===== src/rtl/fib_pkg.sv =====
// Shared types and default widths for the fib iterative accumulator.
package fib_pkg;
  localparam int N_W = 6;
  localparam int D_W = 32;

  typedef enum logic {IDLE = 1'b0, RUN = 1'b1} state_t;
  typedef logic [N_W-1:0] count_t;
  typedef logic [D_W-1:0] data_t;
endpackage


===== src/rtl/fib_step.sv =====
// One combinational iteration step: (n, a, b) -> (n-1, a+b, a), with done when n is 0.
module fib_step #(
  parameter int N_W = fib_pkg::N_W,
  parameter int D_W = fib_pkg::D_W
) (
  input  logic [N_W-1:0] n,
  input  logic [D_W-1:0] a,
  input  logic [D_W-1:0] b,
  output logic [N_W-1:0] n_nx,
  output logic [D_W-1:0] a_nx,
  output logic [D_W-1:0] b_nx,
  output logic           done
);
  assign done = (n == '0);
  assign n_nx = n - N_W'(1);
  assign a_nx = a + b;
  assign b_nx = a;
endmodule


===== src/rtl/fib_main.sv =====
// Iterative Fibonacci-style accumulator: start latches (n, a, b), one step per clock,
// result and a one-cycle w_enable strobe when n reaches zero.
//
// state | meaning
// IDLE  | waiting for r_enable; result holds the last completed value
// RUN   | stepping once per clock unless controlArr stalls; completes when n == 0
import fib_pkg::*;

module fib_main #(
  parameter int N_W = fib_pkg::N_W,
  parameter int D_W = fib_pkg::D_W
) (
  input  logic           clk,
  input  logic           rst_n,
  input  logic           r_enable,
  input  logic           controlArr,
  input  logic [N_W-1:0] init_n,
  input  logic [D_W-1:0] init_a,
  input  logic [D_W-1:0] init_b,
  output logic           w_enable,
  output logic [D_W-1:0] result
);
  state_t         state, state_nx;
  logic [N_W-1:0] n_q, n_d, n_step;
  logic [D_W-1:0] a_q, a_d, a_step;
  logic [D_W-1:0] b_q, b_d, b_step;
  logic [D_W-1:0] result_d;
  logic           w_enable_d;
  logic           done;

  fib_step #(.N_W(N_W), .D_W(D_W)) u_step (
    .n    (n_q),
    .a    (a_q),
    .b    (b_q),
    .n_nx (n_step),
    .a_nx (a_step),
    .b_nx (b_step),
    .done (done)
  );

  always_comb begin
    state_nx   = state;
    n_d        = n_q;
    a_d        = a_q;
    b_d        = b_q;
    result_d   = result;
    w_enable_d = 1'b0;
    case (state)
      IDLE: begin
        if (r_enable) begin
          n_d      = init_n;
          a_d      = init_a;
          b_d      = init_b;
          state_nx = RUN;
        end
      end
      RUN: begin
        // a stall freezes everything, including a pending completion
        if (!controlArr) begin
          if (done) begin
            result_d   = b_q;
            w_enable_d = 1'b1;
            state_nx   = IDLE;
          end else begin
            n_d = n_step;
            a_d = a_step;
            b_d = b_step;
          end
        end
      end
      default: state_nx = IDLE;
    endcase
  end

  always_ff @(posedge clk or negedge rst_n) begin
    if (!rst_n) begin
      state    <= IDLE;
      n_q      <= '0;
      a_q      <= '0;
      b_q      <= '0;
      result   <= '0;
      w_enable <= 1'b0;
    end else begin
      state    <= state_nx;
      n_q      <= n_d;
      a_q      <= a_d;
      b_q      <= b_d;
      result   <= result_d;
      w_enable <= w_enable_d;
    end
  end
endmodule


===== config.mk =====
export PLATFORM = sky130hd
export DESIGN_NAME = fib_main
export DESIGN_NICKNAME = d
export VERILOG_FILES = /design/src/rtl/fib_pkg.sv /design/src/rtl/fib_step.sv /design/src/rtl/fib_main.sv
export SDC_FILE = /design/constraint.sdc
export NUM_CORES = 1
export LEC_CHECK = 0
export CORE_AREA = 3 3 95 143
export DETAILED_ROUTE_END_ITERATION = 8
export DIE_AREA = 0 0 98 146
export GPL_TIMING_DRIVEN = 0
export PLACE_DENSITY = 0.76
export SKIP_LAST_GASP = 1
export SLEW_MARGIN = 5
export SYNTH_ARGS = -nofsm -noshare
export SYNTH_HDL_FRONTEND = slang
export SYNTH_SLANG_ARGS = --single-unit

===== constraint.sdc =====
create_clock -name clk -period 3.4 [get_ports clk]
set_input_delay 1.02 -clock clk [delete_from_list [all_inputs] [get_ports clk]]
set_output_delay 1.02 -clock clk [all_outputs]
set_load 0.005 [all_outputs]

==> impl_metrics.toml <==
[cts]
cts_setup_buffers = 0
htree_num_levels = 3
cts.clk_slew.worst_paths_ns = 0.07
tritoncts = "yes"
clock_latency_ns = 0.36
cts.sinks = 104
cts_made_buffers = 9
clock_path_buffers = 2
cts-root-buf = "clkbuf_16"

[route]
drcViolationCount = 0
drtPass1Iterations = 5
wirelength_mm = 17.6
post_drt_via_cell_ratio = 5.92
drtAntennaViolNets = 0
routed-via-count = 5569
routedWlPerCell_um = 18.7
drt_iter0_markers = 213

[yosys]
yosysUniqueCellTypes = 47
synth_compound_area_frac = 0.193
ys_top_cells_by_area = "dfrtp_1, mux2i_1, ha_1"
synthArstFlopShare = 1.00
synth_top_area_cell = "dfrtp_1"
syn-instance-count = 661
yosysTopAreaCellShare = 0.419
yosys.area_share.simple = 0.125
yosysWarnings = 0
synthAdderAreaFrac = 0.0697
syn-cell-area_um2 = 6210
ys_ff_latch = 104
synth_xor_area_frac = 0.0339
yosys-mux-area-fraction = 0.134
ys_seq_area_frac = 0.419
synth_area_per_cell_um2 = 9.39
synth_ff_type = "dfrtp_1"
synth_edf_count = 0
synth_top_family_by_area = "compound AO/OA/AOI/OAI gates"
syn_nets = 769

[floorplanning]
core-area_um2 = 12400
start_util = 0.499
die_w_um = 98
rows = 50
die_y_um = 146
ios = 107
die-area_um2 = 14300

[worst_setup_path]
r2r-end = "a_q[30]"
crit_top_cell = "o21ai_0"
r2r_start = "a_q[0]"
criticalPathCategory = "reg2reg"
arrival_ns = 3.51
critPathLaunchType = "flop"
r2r_slack_ns = 0.13
crit_fanout = 3
worstPathRequired_ns = 3.64
reg2reg_depth = 10
slowest_delay_ns = 0.45
cp-end-kind = "flop"
slowest_stage = "fa_1"
crit_buf_inv = 0
crit_chain = "ha_1 > fa_1 > a211oi_2 > o21ai_0 > a31oi_2 > o21ai_0 > a41oi_2 > o21ai_0 > xnor2_1 > a311oi_1"
crit_family = "compound AO/OA/AOI/OAI gates"

[timing]
setup_viol = 0
post-route-min-period_ns = 3.27
fin_worst_skew_ns = 0.0106
worst_hold_slack_ns = 0.509
worst_slew_pin_slew_ns = 0.876
final.period_utilization = 0.962
slew_headroom = 0.414
drv_slew = 0
max_freq_ghz = 0.306
hold_violations = 0
fin_ws_ns = 0.129
grt_setup_unrepaired = "false"

[power_and_ir_drop]
power.density_nw_per_um2 = 1060
max-vdd-ir-drop_uv = 451
power_mw = 8.31
leakagePower_nw = 3.65

[global_route]
grt-ovfl-total = 0
grt_first_pass_wirelength_mm = 29.1
antenna_found_initial = 0
grt_start_max_net_pins = 58
grtUsageTotal = 0.251
grt_pass1_vias = 5919

[placed_design]
io_buffers = 106
dp_hpwl_mm = 13.1
place_ws_ns = -0.330
gp_congestion = 0.930

[hold_path]
min_to = "result[20]"
whs_path_depth = 1
worstHoldStart = "result[20]"
hold_path.class = "reg2reg"

[final_layout]
syn_to_final_growth_pct = 26.1
nets = 887
n_antenna_cell = 0
drive_gt1_frac = 0.0740

[run_status]
status = "finished clean"

[job]
maxCapViolCount = 0
[cells by family (layout without fill, tap and decap cells)]
group                      after synthesis  in the layout
AOI/OAI and AO/OA                      201            201
and+or+nand+nor                        176            176
DFF                                    104            104
muxes                                   79             79
buffers and inverters                   43            166
adders and majority gates               34             34
xor gates and xnor gates                24             24
[Yosys cell counts (2+ instances only)]
library cell	instances
buf_1	2
xor2_1	10
and2_1	4
nand3_1	8
o211ai_1	7
nor3_1	6
mux2i_1	47
o21a_1	7
a311oi_1	3
o22ai_1	7
o21ai_0	78
a21oi_1	53
mux2_2	32
clkbuf_1	30
inv_1	11
nor2_1	42
a211o_1	3
xnor2_1	14
o21bai_1	7
a221oi_1	2
nor2b_1	2
nand4_1	5
ha_1	33
and3_1	12
a21o_1	11
dfrtp_1	104
a211oi_1	6
nand2b_1	3
a31oi_1	6
nand2_1	85
or3_1	5
[state kept, by name, summed over array words and instances, names as in the netlist]
signal / flops
state: 1
w_enable: 1
n_q: 6
a_q: 32
result: 32
b_q: 32
[stage by stage]
stage	cell area (µm²)	TNS [ns]	std cells	utilization
floorplan	6210	0	661	-
global placement	7470	-274.18	923	0.600
detailed placement	7490	-2.11	924	0.602
CTS	7820	0	940	0.628
global route	7830	0	940	0.629
finish	7830	0	940	0.629
[where the power goes]
group / switching (mW) / leakage, nW / internal, mW / total [mW]
clock: 0.489 / 0.149 / 0.650 / 1.14
combinational: 2.70 / 2.20 / 2.19 / 4.89
sequential: 0.449 / 1.30 / 1.83 / 2.28
[cells in the final DEF, fill, tap and decap left out, drive strengths merged, types with 10 or more instances in the layout]
master / Yosys / layout
inv: 11 / 12
xor2: 10 / 10
nor2: 42 / 42
ha: 33 / 33
clkdlybuf4s50: 0 / 105
and3: 12 / 12
a21o: 11 / 11
a21oi: 53 / 53
clkbuf: 30 / 41
mux2i: 47 / 47
o21ai: 78 / 78
dfrtp: 104 / 104
xnor2: 14 / 14
nand2: 85 / 85
mux2: 32 / 32
[worst register-to-register path, stage by stage (launching register included)]
cell	delay (ns)
dfrtp_1	0.40
ha_1	0.24
fa_1	0.45
a211oi_2	0.31
o21ai_0	0.22
a31oi_2	0.30
o21ai_0	0.26
a41oi_2	0.35
o21ai_0	0.16
xnor2_1	0.15
a311oi_1	0.31
[layer usage]
layer | track usage | wire length (µm) | up-vias
met5 | 0 | 0 | -
met4 | 0.0949 | 544 | 0
met3 | 0.0508 | 841 | 39
met2 | 0.441 | 9210 | 169
met1 | 0.298 | 7000 | 2726
li1 | - | - | 2635
[cell type report]
type / count / area (µm²)
buffer: 32 / 121
clock buffer: 10 / 229
clock inverter: 6 / 92.6
fill: 1076 / 4620
inverter: 11 / 41.3
multi-input combinational: 514 / 3460
sequential: 104 / 2600
tap: 156 / 195
timing repair buffer: 107 / 1090
[worst max path at each step]
stage	startpoint	to	cells after the start
floorplan	a_q[0]	a_q[30]	10
global placement	rst_n	result[3]	1
detailed placement	controlArr	n_q[3]	8
CTS	controlArr	n_q[3]	8
global route	controlArr	b_q[31]	8
finish	a_q[0]	a_q[30]	10
[timing repair]
item | CTS | global route
gates resized for setup | 1 | 3
endpoints found under the setup margin | 1 | 9
hold buffers | 0 | 0
Power figures use the tool's default switching activity.
